$ cat config.mk
export PLATFORM = sky130hd
export DESIGN_NAME = apb_master_bridge
export DESIGN_NICKNAME = d
export VERILOG_FILES = /design/src/rtl/apb_master_bridge.sv
export SDC_FILE = /design/constraint.sdc
export NUM_CORES = 1
export LEC_CHECK = 0
export CAP_MARGIN = 0
export CORE_MARGIN = 2
export CORE_UTILIZATION = 35
export DETAILED_ROUTE_END_ITERATION = 10
export PLACE_DENSITY = 0.71
export SETUP_SLACK_MARGIN = 0.02
export SKIP_CTS_REPAIR_TIMING = 1
export SLEW_MARGIN = 15
export SYNTH_ARGS = -nofsm -noshare
export SYNTH_HDL_FRONTEND = slang
export SYNTH_SLANG_ARGS = --single-unit
$ cat constraint.sdc
create_clock -name PCLK -period 4.86 [get_ports PCLK]
set_input_delay 0.486 -clock PCLK [delete_from_list [all_inputs] [get_ports PCLK]]
set_output_delay 0.486 -clock PCLK [all_outputs]
set_load 0.02 [all_outputs]
$ cat src/rtl/apb_master_bridge.sv
`default_nettype none
// ============================================================================
//  Module   : apb_master_bridge
//  Summary  : Single-beat command port to APB requester (SETUP/ACCESS) with
//             bounded PREADY wait and registered response.
//  Revision : 1.0  initial release
// ============================================================================
module apb_master_bridge #(
   parameter int ADDR_W  = 32,
   parameter int DATA_W  = 32,
   parameter int TIMEOUT = 16
) (
   input  logic              PCLK,
   input  logic              PRESETn,
   input  logic              cmd_valid,
   output logic              cmd_ready,
   input  logic              cmd_write,
   input  logic [ADDR_W-1:0] cmd_addr,
   input  logic [DATA_W-1:0] cmd_wdata,
   output logic              rsp_valid,
   output logic [DATA_W-1:0] rsp_rdata,
   output logic              rsp_err,
   output logic              rsp_timeout,
   output logic              busy,
   output logic              PSELx,
   output logic              PENABLE,
   output logic              PWRITE,
   output logic [ADDR_W-1:0] PADDR,
   output logic [DATA_W-1:0] PWDATA,
   input  logic              PREADY,
   input  logic [DATA_W-1:0] PRDATA,
   input  logic              PSLVERR
);

   localparam logic [1:0] IDLE   = 2'd0;
   localparam logic [1:0] SETUP  = 2'd1;
   localparam logic [1:0] ACCESS = 2'd2;

   // A zero TIMEOUT still needs a one-bit counter to keep the logic legal.
   localparam int          CNT_W    = (TIMEOUT == 0) ? 1 : $clog2(TIMEOUT + 1);
   localparam logic [CNT_W-1:0] CNT_LAST = CNT_W'(TIMEOUT - 1);
   localparam logic [CNT_W-1:0] CNT_MAX  = {CNT_W{1'b1}};
   localparam logic        TO_EN    = (TIMEOUT != 0);

   logic [1:0]        state_q,       state_d;
   logic              psel_q,        psel_d;
   logic              penable_q,     penable_d;
   logic              pwrite_q,      pwrite_d;
   logic [ADDR_W-1:0] paddr_q,       paddr_d;
   logic [DATA_W-1:0] pwdata_q,      pwdata_d;
   logic              rsp_valid_q,   rsp_valid_d;
   logic [DATA_W-1:0] rsp_rdata_q,   rsp_rdata_d;
   logic              rsp_err_q,     rsp_err_d;
   logic              rsp_timeout_q, rsp_timeout_d;
   logic [CNT_W-1:0]  cnt_q,         cnt_d;

   always_comb begin
      state_d       = state_q;
      psel_d        = psel_q;
      penable_d     = penable_q;
      pwrite_d      = pwrite_q;
      paddr_d       = paddr_q;
      pwdata_d      = pwdata_q;
      rsp_valid_d   = 1'b0;
      rsp_rdata_d   = rsp_rdata_q;
      rsp_err_d     = rsp_err_q;
      rsp_timeout_d = rsp_timeout_q;
      cnt_d         = cnt_q;

      case (state_q)
         IDLE: begin
            psel_d    = 1'b0;
            penable_d = 1'b0;
            if (cmd_valid) begin
               pwrite_d = cmd_write;
               paddr_d  = cmd_addr;
               pwdata_d = cmd_wdata;
               psel_d   = 1'b1;
               state_d  = SETUP;
            end
         end
         SETUP: begin
            penable_d = 1'b1;
            cnt_d     = '0;
            state_d   = ACCESS;
         end
         ACCESS: begin
            if (PREADY) begin
               rsp_valid_d   = 1'b1;
               rsp_err_d     = PSLVERR;
               rsp_timeout_d = 1'b0;
               rsp_rdata_d   = pwrite_q ? '0 : PRDATA;
               psel_d        = 1'b0;
               penable_d     = 1'b0;
               state_d       = IDLE;
            end else if (TO_EN && (cnt_q == CNT_LAST)) begin
               // cnt_q counts completed wait cycles, so this is the TIMEOUT-th one.
               rsp_valid_d   = 1'b1;
               rsp_err_d     = 1'b1;
               rsp_timeout_d = 1'b1;
               rsp_rdata_d   = '0;
               psel_d        = 1'b0;
               penable_d     = 1'b0;
               state_d       = IDLE;
            end else if (cnt_q != CNT_MAX) begin
               cnt_d = cnt_q + CNT_W'(1);
            end
         end
         default: begin
            psel_d    = 1'b0;
            penable_d = 1'b0;
            state_d   = IDLE;
         end
      endcase
   end

   always_ff @(posedge PCLK or negedge PRESETn) begin
      if (!PRESETn) begin
         state_q       <= IDLE;
         psel_q        <= 1'b0;
         penable_q     <= 1'b0;
         pwrite_q      <= 1'b0;
         paddr_q       <= '0;
         pwdata_q      <= '0;
         rsp_valid_q   <= 1'b0;
         rsp_rdata_q   <= '0;
         rsp_err_q     <= 1'b0;
         rsp_timeout_q <= 1'b0;
         cnt_q         <= '0;
      end else begin
         state_q       <= state_d;
         psel_q        <= psel_d;
         penable_q     <= penable_d;
         pwrite_q      <= pwrite_d;
         paddr_q       <= paddr_d;
         pwdata_q      <= pwdata_d;
         rsp_valid_q   <= rsp_valid_d;
         rsp_rdata_q   <= rsp_rdata_d;
         rsp_err_q     <= rsp_err_d;
         rsp_timeout_q <= rsp_timeout_d;
         cnt_q         <= cnt_d;
      end
   end

   assign cmd_ready   = (state_q == IDLE);
   assign busy        = (state_q != IDLE);
   assign PSELx       = psel_q;
   assign PENABLE     = penable_q;
   assign PWRITE      = pwrite_q;
   assign PADDR       = paddr_q;
   assign PWDATA      = pwdata_q;
   assign rsp_valid   = rsp_valid_q;
   assign rsp_rdata   = rsp_rdata_q;
   assign rsp_err     = rsp_err_q;
   assign rsp_timeout = rsp_timeout_q;

endmodule
`default_nettype wire

# ---- Word level (Yosys, flattened, before mapping)
# Cells that the tools add are included.
dict set report totals {
  ff_bits 109
  input_bits 102
  out_inout_bits 104
  word_cells 53
}
dict set report classes {
  addsub 1
  n_eq_ne 9
  n_mux 22
  bitwise 1
  reduce_logical 9
}
# cell n
set ops {}
lappend ops {{32-bit 2-to-1 mux} 3}
lappend ops {{5-bit 2-to-1 mux} 3}
lappend ops {{5-bit case mux with 2 select lines} 1}
lappend ops {{1-bit 2-to-1 mux} 9}
lappend ops {{2-bit != test (second input constant)} 4}
lappend ops {{2-bit AND reduction} 4}
lappend ops {{2-bit 2-to-1 mux} 3}
lappend ops {{2-bit case mux with 3 select lines} 1}
lappend ops {{2-bit nonzero test} 3}
lappend ops {{5-bit by 1-bit adder with 5-bit output (second input constant)} 1}
lappend ops {{5-bit by 4-bit equality test with 1-bit output (second input constant)} 1}
lappend ops {{5-bit != test (second input constant)} 1}
lappend ops {{4-bit AND reduction} 1}
lappend ops {{3-bit != test (second input constant)} 1}
lappend ops {{1-bit case mux with 3 select lines} 1}
lappend ops {{2-bit by 1-bit equality test with 1-bit output (second input constant)} 1}
lappend ops {{2-bit equality test (second input constant)} 1}
lappend ops {{2-bit zero test} 1}
lappend ops {{1-bit case mux with 2 select lines} 1}
lappend ops {{1-bit inverter} 1}

# ---- Depth between registers and ports, before layout
# Gate-level depths: netlist of the first run.
dict set report depth {
  word_depth 5
  ltp_mapped 6
  ltp_nobuf 6
}

# ---- Least setup slack after synthesis of the first run
# OpenSTA, ideal clock, no wires.
dict set report synth_timing {
  kind {flip-flop to flip-flop}
  startpoint {register cnt_q[0]}
  endpoint {register cnt_q[0]}
  setup_ns 0.079
  arrival_time_ns 1.865
  required_time_ns 4.781
  setup_slack_ns 2.916
  path_stages_with_launch 7
  n_path_buf 0
  cell_sequence {dfrtp_1 -> ha_1 -> and3_1 -> ha_1 -> or4b_1 -> nor2_4 -> mux2i_1}
}
dict set report synth_between {
  elab_chain_cells 5
  word_cells_on_any_way 10
  cone_classes {add/sub: 1; eq/ne: 4; mux: 4; reduce/logical: 1}
}
# element line_no
set synth_rtl {}
lappend synth_rtl {{start, declared} 55} ;# logic [CNT_W-1:0] cnt_q, cnt_d;
lappend synth_rtl {{start signal, assigned} 141} ;# cnt_q <= cnt_d;
lappend synth_rtl {{5-bit by 1-bit adder with 5-bit output} 106} ;# cnt_d = cnt_q + CNT_W'(1);
lappend synth_rtl {{5-bit 2-to-1 mux} 105} ;# end else if (cnt_q != CNT_MAX) begin
lappend synth_rtl {{5-bit 2-to-1 mux} 96} ;# end else if (TO_EN && (cnt_q == CNT_LAST)) begin
lappend synth_rtl {{5-bit 2-to-1 mux} 88} ;# if (PREADY) begin
lappend synth_rtl {{5-bit case mux with 2 select lines} 70} ;# case (state_q)
# Parallel ways exist; a longest one is shown, timed or not. The select of a mux whose other input is x is not followed.
# A chain may end at the register's enable or synchronous reset.

# ---- Worst setup path in the final report of the first run
dict set report layout_timing {
  startpoint {register cnt_q[0]}
  endpoint {register rsp_err_q (netlist: rsp_err)}
}
dict set report layout_between {
  elab_chain_cells 3
}
# element line_no
set layout_rtl {}
lappend layout_rtl {{5-bit by 4-bit equality test with 1-bit output} 96}
lappend layout_rtl {{2-bit nonzero test (no source line)} n/a}
lappend layout_rtl {{2-bit AND reduction (no source line)} n/a}
lappend layout_rtl {{end signal, assigned} 139} ;# rsp_err_q <= rsp_err_d;
lappend layout_rtl {{end, declared} 53} ;# logic rsp_err_q, rsp_err_d;
# Every way passes these cells.

==> metrics.txt, run 1 <==
GRT Resource Usage Total between 10% and 20%; headroom to the max-slew limit between 20% and 30%; top_reg_cell synth dfrtp_1; via/cell ratio ~4.8; Tcrit/Tclk final a little under half; CP max FO 23; Worst Max-Slew Pin Slew 1.06 ns; # port buffers 205; initial antenna violation count 0; post-synthesis cell count 262; Placed Area approximately 6400 um^2; top post-synthesis cells by area dfrtp_1 (65%), mux2_4 (11%), mux2_2 (9.3%); vias in the first global route 3132; syn avg cell area between 15 and 20 um^2; Max IR drop VDD 0.000407 V; Post-Syn Nets between 300 and 400; Crit. End Element register; CTS buffer count 9; Buf+Inv Stages, Crit Path 2; CTS Buffer Depth 2; top cell type's share of synthesized area between 60% and 70%; placed cells 603; H-tree Lvls 3; clock root buffer clkbuf_16; Detail Placement HPWL roughly 7500 um; main combinational cell family by area after synthesis multiplexers; Reg clk slew, reported paths approximately 0.070 ns; area leader, netlist dfrtp_1; Post-Synth Adder-Cell Area less than 1%; Post-Synth XOR/XNOR Area 0.207%; gpl congestion 0.723; antenna violation net count after detailed routing 0; Chip Width between 100 and 150 um; Routed wire per std cell between 15 and 20 um; EDFF count, synth 0; cell area power density between 600 and 700 nW/um^2; io pins 206; Setup TNS Final 0 ns; CP arrival ~2.5 ns; Crit path max-delay family compound AO/OA/AOI/OAI gates; # clock sinks roughly 110; Starting Density between 30 and 40%; setup violators final 0; RSZ-0062 raised after global routing false; final critical-path required period ~2.3 ns; fmax between 400 and 500 MHz; post-synth cell types 30; Area growth, synth to finish 59.6%; Post-Route Skew roughly 0.0063 ns; # rows 40; final std cells w/o fill a little over 600; Crit-path slowest cell o21ai_2; #FFs+latches synth between 100 and 150; mux share of post-synthesis cell area a little over a fifth; post-synthesis compound-gate area fraction between 7 and 8%; Most common cell on crit path ha_1; outcome complete, no violations; Clk Latency, worst-skew pair ~0.35 ns; cell with the most instances after synthesis dfrtp_1; ANT cells 0; Post-Syn Area roughly 4200 um^2; Die H between 100 and 150 um; pre-CTS setup slack between 2 and 2.5 ns; Ys Warns 0; Static Leak roughly 2.9 nW; Async S/R FF share, synth 100%; first-pass GRT wire length about 17000 um; critical path class reg -> reg; max-cap viol count 0; GRT overflow 0; DR pass1 iterations 4; DR vias around 3.0k; initial DRC count about 110; crit path cell chain ha_1, and3_1, ha_1, o21ai_2, buf_4, inv_1, o22a_1; number of fill cells roughly 1000; total routed wirelength ~11000 um; Core Area around 12000 um^2; hold violation count in the final report 0; critical path startpoint category register; Seq/Total Area, Yosys between 60 and 70%; Finished Cell Area between 6000 and 7000 um^2; share of layout cells above drive strength 1 between 10% and 20%; Final #Nets about 570; top cells by instance count after synthesis dfrtp_1 (109), mux2_2 (35), a22o_1 (32); max-slew violations 0; Die ar. ~13000 um^2; post-route worst setup slack around 2.6 ns; pin count of the biggest net entering global routing 72; # DRC 0; max incr delay on CP roughly 0.43 ns; CP required ~5 ns; CTS tree built; simple-gate portion of the synthesized area 2.75%; Worst Hold Class in -> async
## layout make-up
class	instances	area (um^2)	share of cell area, %
clock buffer	10	239	3.54
clock inverter	6	109	1.61
inverter	6	22.5	0.334
multi-input combinational	133	1390	20.6
sequential	109	2730	40.5
tap	147	184	2.73
timing repair buffer	208	2070	30.7
## worst reg2reg max path, cell delays in order, from the launching register on
cell,delay (ns)
dfrtp_1,0.41
ha_1,0.21
and3_1,0.20
ha_1,0.23
o21ai_2,0.43
buf_4,0.37
inv_1,0.09
o22a_1,0.20
## placed cells by master, fill, tap and decap left out, types with 2 or more instances in the layout
cell,instances
buf_4,4
clkbuf_16,9
nand2_1,6
nor2b_1,2
mux2_4,30
ha_1,3
mux2i_1,4
clkdlybuf4s50_1,204
nor2_2,2
mux2_2,35
a22o_1,32
clkinv_2,2
bufinv_16,3
dfrtp_1,109
inv_1,6
a21oi_1,4
## metal layers
metal | vias up | part of all wire (%) | GRT usage [%]
li1 | 1339 | - | -
met1 | 1504 | 42 | 20.0
met2 | 144 | 47 | 26.8
met3 | 6 | 11 | 8.55
met4 | 0 | 0.93 | 3.66
met5 | - | 0 | 0
## path summary, 6_finish.rpt
| kind | slack [ns] | from | end | cells after the start |
|---|---|---|---|---|
| setup / recovery | 2.60 | cnt_q[0] | rsp_err | 7 |
| max in group asynchronous | 3.54 | PRESETn | PWDATA[25] | 2 |
| min in group PCLK | 0.49 | PSELx | PSELx | 1 |
| setup reg to reg | 2.60 | cnt_q[0] | rsp_err | 7 |
| hold reg to reg | 0.49 | PSELx | PSELx | 1 |
| hold / removal | 0.27 | PRESETn | PADDR[15] | 1 |
## power by group
group	leakage [nW]	total, mW	internal (mW)	switching (mW)
Sequential	1.33	1.56	1.32	0.235
Clock	0.173	0.847	0.518	0.329
Combinational	1.41	2.20	1.21	0.990
## kinds of logic (layout without fill, tap and decap cells)
group                    Yosys count  in the layout
adder cells (fa/ha/maj)            3              3
AO/OA/AOI/OAI                     41             41
buffers and inverters             20            230
XOR/XNOR                           1              1
multiplexers                      69             69
AND/OR/NAND/NOR                   19             19
flip-flops                       109            109
## flip-flops by register name, summed over array words and instances (netlist names)
| name | cells |
|---|---|
| PWDATA | 32 |
| PADDR | 32 |
| PWRITE | 1 |
| cnt_q | 5 |
| rsp_valid | 1 |
| rsp_timeout | 1 |
| rsp_rdata | 32 |
| PSELx | 1 |
| state_q | 2 |
| PENABLE | 1 |
| rsp_err | 1 |
## stage by stage
step | power [mW] | hold slack, ns | util, %
after floorplan | 2.72 | 0.190 | -
after global placement | 3.73 | 0.467 | 53.7
after detailed placement | 3.79 | 0.476 | 53.7
after CTS | 4.66 | 0.288 | 56.6
after global routing | 4.84 | 0.331 | 56.6
final | 4.60 | 0.269 | 56.6
Note: power is estimated with default switching activity, not from simulation.
==> inputs of run 2 (changes only) <==
clock period = 2.33 ns   (was 4.86 ns; I/O delays follow)
==> metrics.txt, run 2 (synthesis results as in run 1) <==
fmax 470 MHz (+6.1%); # DRC 0 (unchanged); share of layout cells above drive strength 1 19.8% (+0.77 points); cell area power density 1400 nW/um^2 (+100%); most frequent cells in the layout clkdlybuf4s50_1 (204), dfrtp_1 (109), mux2_2 (35), a22o_1 (32), mux2_4 (30); Tcrit/Tclk final 91.3% (+45 points); max-slew violations 0 (unchanged); Reg clk slew, reported paths 0.07 ns (about the same); pre-CTS setup slack 0.212 ns (-2.26 ns); Worst Hold Class in -> async; Starting Density 35.5% (unchanged); initial DRC count 123 (+8.8%); critical path startpoint category register; # port buffers 205 (unchanged); GRT overflow 0 (unchanged); vias in the first global route 3298 (+5.3%); gpl congestion 0.737 (+2.0%); final core utilization 57.2% (+0.60 points); Worst Max-Slew Pin Slew 0.442 ns (-0.613 ns); Die H 114 um (unchanged); Detail Placement HPWL 7980 um (+6.6%); Crit. End Element register; Max IR drop VDD 0.000792 V (+94%); initial antenna violation count 0 (unchanged); Post-Route Skew 0.00468 ns (-0.00158 ns); CTS buffer count 9 (unchanged); Placed Area 6480 um^2 (+1.3%); critical path class reg -> reg; first-pass GRT wire length 17000 um (+2.4%); Finished Cell Area 6810 um^2 (+1.1%); io pins 206 (unchanged); clock root buffer clkbuf_16; number of fill cells 992 (-0.20%); final critical-path required period 2.13 ns (-0.129 ns); Static Leak 2.94 nW (+0.84%); Core Area 11900 um^2 (unchanged); Routed wire per std cell 17.2 um (+0.91%); RSZ-0062 raised after global routing false; headroom to the max-slew limit 70.5% (+41 points); DR pass1 iterations 4 (unchanged); setup violators final 0 (unchanged); GRT Resource Usage Total 17.2% (+0.58 points); antenna violation net count after detailed routing 0 (unchanged); ANT cells 0 (unchanged); Area growth, synth to finish 61.2%; H-tree Lvls 3 (unchanged); Die ar. 13000 um^2 (unchanged); CP required 2.61 ns (-2.49 ns); CTS Buffer Depth 2 (unchanged); Final #Nets 579 (+1.2%); Clk Latency, worst-skew pair 0.35 ns (about the same); total routed wirelength 10800 um (+2.1%); CP max FO 4 (-83%); # clock sinks 109 (unchanged); outcome complete, no violations; post-route worst setup slack 0.204 ns (-2.40 ns); via/cell ratio 4.85 (+0.30%); Setup TNS Final 0 ns (unchanged); DR vias 3036 (+1.4%); max-cap viol count 0 (unchanged); most common cell after layout, fill and taps aside clkdlybuf4s50_1; CP arrival 2.40 ns (-0.10 ns); pin count of the biggest net entering global routing 48 (-33%); CTS tree built; Chip Width 114 um (unchanged); # rows 40 (unchanged); hold violation count in the final report 0 (unchanged)
-- run 2: cell count changes in the layout (fill, tap and decap cells not counted), sizes merged --
cell         delta
clkinvlp        +2
clkinv          -1
dlygate4sd3     +1
clkbuf          +1
buf             +6
inv             -1
bufinv          -1
-- run 2: final timing paths --
path / start / endpoint / slack [ns] / cells after the start
hold reg to reg: PSELx / PSELx / 0.50 / 1
max in group asynchronous: PRESETn / rsp_rdata[15] / 1.34 / 3
min in group PCLK: PSLVERR / rsp_err / 0.46 / 2
setup / recovery: cnt_q[0] / cnt_q[3] / 0.20 / 6
hold / removal: PRESETn / PWDATA[3] / 0.40 / 2
setup reg to reg: cnt_q[0] / cnt_q[3] / 0.20 / 6
-- run 2: cell type report --
class                           count  area [um^2]  share of cell area (%)
Clock buffer                       11          243                    3.56
Clock inverter                      5         83.8                    1.23
Inverter                            6         22.5                   0.331
Multi-Input combinational cell    133         1390                    20.4
Sequential cell                   109         2730                    40.0
Tap cell                          147          184                    2.70
Timing Repair Buffer              215         2160                    31.8
-- run 2: critical path, stage by stage (launching register included) --
cell and delay [ns]:
dfrtp_1 0.41, ha_1 0.22, and3_1 0.20, ha_1 0.23, or4b_1 0.59, nor2_4 0.20, mux2i_1 0.20
-- run 2: power breakdown --
part	leakage [nW]	internal (mW)	switching, mW
clock	0.152	0.973	0.671
combinational	1.45	2.56	2.07
sequential	1.33	2.76	0.493
-- run 2: through the flow --
step	total power [mW]	hold WS, ns	instances
final	9.53	0.395	626
after global routing	10.1	0.399	626
after CTS	9.66	-0.181	625
after floorplan	5.66	-0.0626	262
after detailed placement	7.95	0.207	609
after global placement	7.84	0.204	609
-- run 2: per-layer routing --
layer | up-vias | wire [um] | part of all wire, % | GRT usage [%]
li1 | 1356 | - | - | -
met2 | 149 | 5230 | 48 | 28.3
met5 | - | 0 | 0 | 0
met1 | 1514 | 4230 | 39 | 19.2
met3 | 17 | 1170 | 11 | 9.40
met4 | 0 | 155 | 1.4 | 5.37
==> inputs of run 3 (changes only) <==
CORE_MARGIN = default   (was 2)
==> metrics.txt, run 3 (synthesis results as in run 1) <==
Routed wire per std cell 16.7 um (-2.9%); critical path class reg -> reg; critical path startpoint category register; initial antenna violation count 0 (unchanged); share of layout cells above drive strength 1 20.0% (+0.21 points); Clk Latency, worst-skew pair 0.34 ns (about the same); placed cells 605 (-0.66%); antenna violation net count after detailed routing 0 (unchanged); Worst R2R Setup Slack 0.20 ns (about the same); CP required 2.59 ns (-0.02 ns); Crit. End Element register; Die H 112 um (-1.8%); Chip Width 112 um (-1.8%); final core utilization 58.3% (+1.1 points); Die ar. 12500 um^2 (-3.5%); pin count of the biggest net entering global routing 48 (unchanged); Worst Max-Slew Pin Slew 0.609 ns (+0.167 ns); io pins 206 (unchanged); # DRC 16 (+16); first-pass GRT wire length 16900 um (-0.41%); pre-CTS setup slack 0.205 ns (-0.00617 ns); Setup TNS Final 0 ns (unchanged); Static Leak 2.93 nW (-0.42%); DR vias 2969 (-2.2%); vias in the first global route 3272 (-0.79%); GRT overflow 0 (unchanged); clock root buffer clkbuf_16; Reg clk slew, reported paths 0.07 ns (about the same); Post-Route Skew 0.00636 ns (+0.00168 ns); final std cells w/o fill 622 (-0.64%); initial DRC count 110 (-11%); RSZ-0062 raised after global routing false; most common cell after layout, fill and taps aside clkdlybuf4s50_1; fmax 470 MHz (about the same); Worst Hold Class in -> async; headroom to the max-slew limit 59.4% (-11 points); R2R Path Start cnt_q[0]; most frequent cells in the layout clkdlybuf4s50_1 (204), dfrtp_1 (109), mux2_2 (35), a22o_1 (32), mux2_4 (30); total routed wirelength 10400 um (-3.5%); DR pass1 iterations 7 (+3); Max IR drop VDD 0.000627 V (-21%); cell area power density 1390 nW/um^2 (-0.78%); max-slew violations 0 (unchanged); Detail Placement HPWL 7700 um (-3.6%); CTS buffer count 9 (unchanged); Reg-to-Reg End cnt_q[1]; # port buffers 205 (unchanged); outcome finished, violations left; CP arrival 2.39 ns (about the same); Tcrit/Tclk final 91.3% (about the same); # clock sinks 109 (unchanged); Final #Nets 579 (unchanged); post-route worst setup slack 0.203 ns (-0.000655 ns); H-tree Lvls 3 (unchanged); CP max FO 4 (unchanged); CTS Buffer Depth 2 (unchanged); via/cell ratio 4.77 (-1.6%); cells on worst reg2reg path 6 (unchanged); CTS tree built; Core Area 11600 um^2 (-2.5%); gpl congestion 0.730 (-0.92%); setup violators final 0 (unchanged); Area growth, synth to finish 60.1%; GRT Resource Usage Total 17.4% (+0.15 points); hold violation count in the final report 0 (unchanged); Starting Density 36.4% (+0.91 points); final critical-path required period 2.13 ns (+0.000655 ns); Hold Worst Slack 0.455 ns (+0.0601 ns); max-cap viol count 0 (unchanged); failing checks design-rule violations; # rows 39 (-2.5%); ANT cells 0 (unchanged)
==> run 3: cell types whose count changed in the layout (fill, tap and decap cells not counted) <==
| cell | delta |
|---|---|
| clkinv_4 | -1 |
| bufinv_16 | -1 |
| clkbuf_8 | -1 |
| clkinv_2 | +2 |
| buf_4 | +1 |
| buf_12 | -1 |
| clkbuf_1 | -1 |
| inv_6 | +2 |
==> run 3: how the worst max path moves through the flow <==
stage / start / to / depth (start not counted)
floorplan: cnt_q[0] / cnt_q[0] / 6
global placement: cnt_q[0] / cnt_q[0] / 6
detailed placement: cnt_q[0] / cnt_q[1] / 6
CTS: cnt_q[0] / cnt_q[1] / 6
global route: cnt_q[0] / cnt_q[1] / 6
finish: cnt_q[0] / cnt_q[1] / 6
==> run 3: cell type report <==
class / instances / area [um^2]
Sequential cell: 109 / 2730
Clock buffer: 9 / 225
Tap cell: 143 / 179
Clock inverter: 7 / 72.6
Inverter: 6 / 22.5
Multi-Input combinational cell: 133 / 1390
Timing Repair Buffer: 215 / 2150
Fill cell: 962 / 4850
==> run 3: where the power goes <==
group	switching (mW)	internal, mW
Clock	0.686	0.838
Sequential	0.487	2.76
Combinational	2.07	2.56
==> run 3: routing by layer <==
| layer | global-route usage, % | vias up | part of all wire, % |
|---|---|---|---|
| li1 | - | 1363 | - |
| met4 | 6.22 | 0 | 1.6 |
| met1 | 20.5 | 1457 | 40 |
| met3 | 6.10 | 12 | 11 |
| met2 | 29.3 | 137 | 48 |
| met5 | 0 | - | 0 |
==> run 3: per-stage QoR <==
stage | cell area, um^2 | total power, mW
finish | 6770 | 9.40
global route | 6770 | 9.89
CTS | 6760 | 9.52
detailed placement | 6460 | 7.94
global placement | 6460 | 7.83
floorplan | 4230 | 5.66
==> run 3: critical path, cell delays in order, from the launching register on <==
cell	delay (ns)
dfrtp_1	0.41
ha_1	0.22
and3_1	0.21
ha_1	0.23
or4b_1	0.58
nor2_4	0.20
mux2i_1	0.21
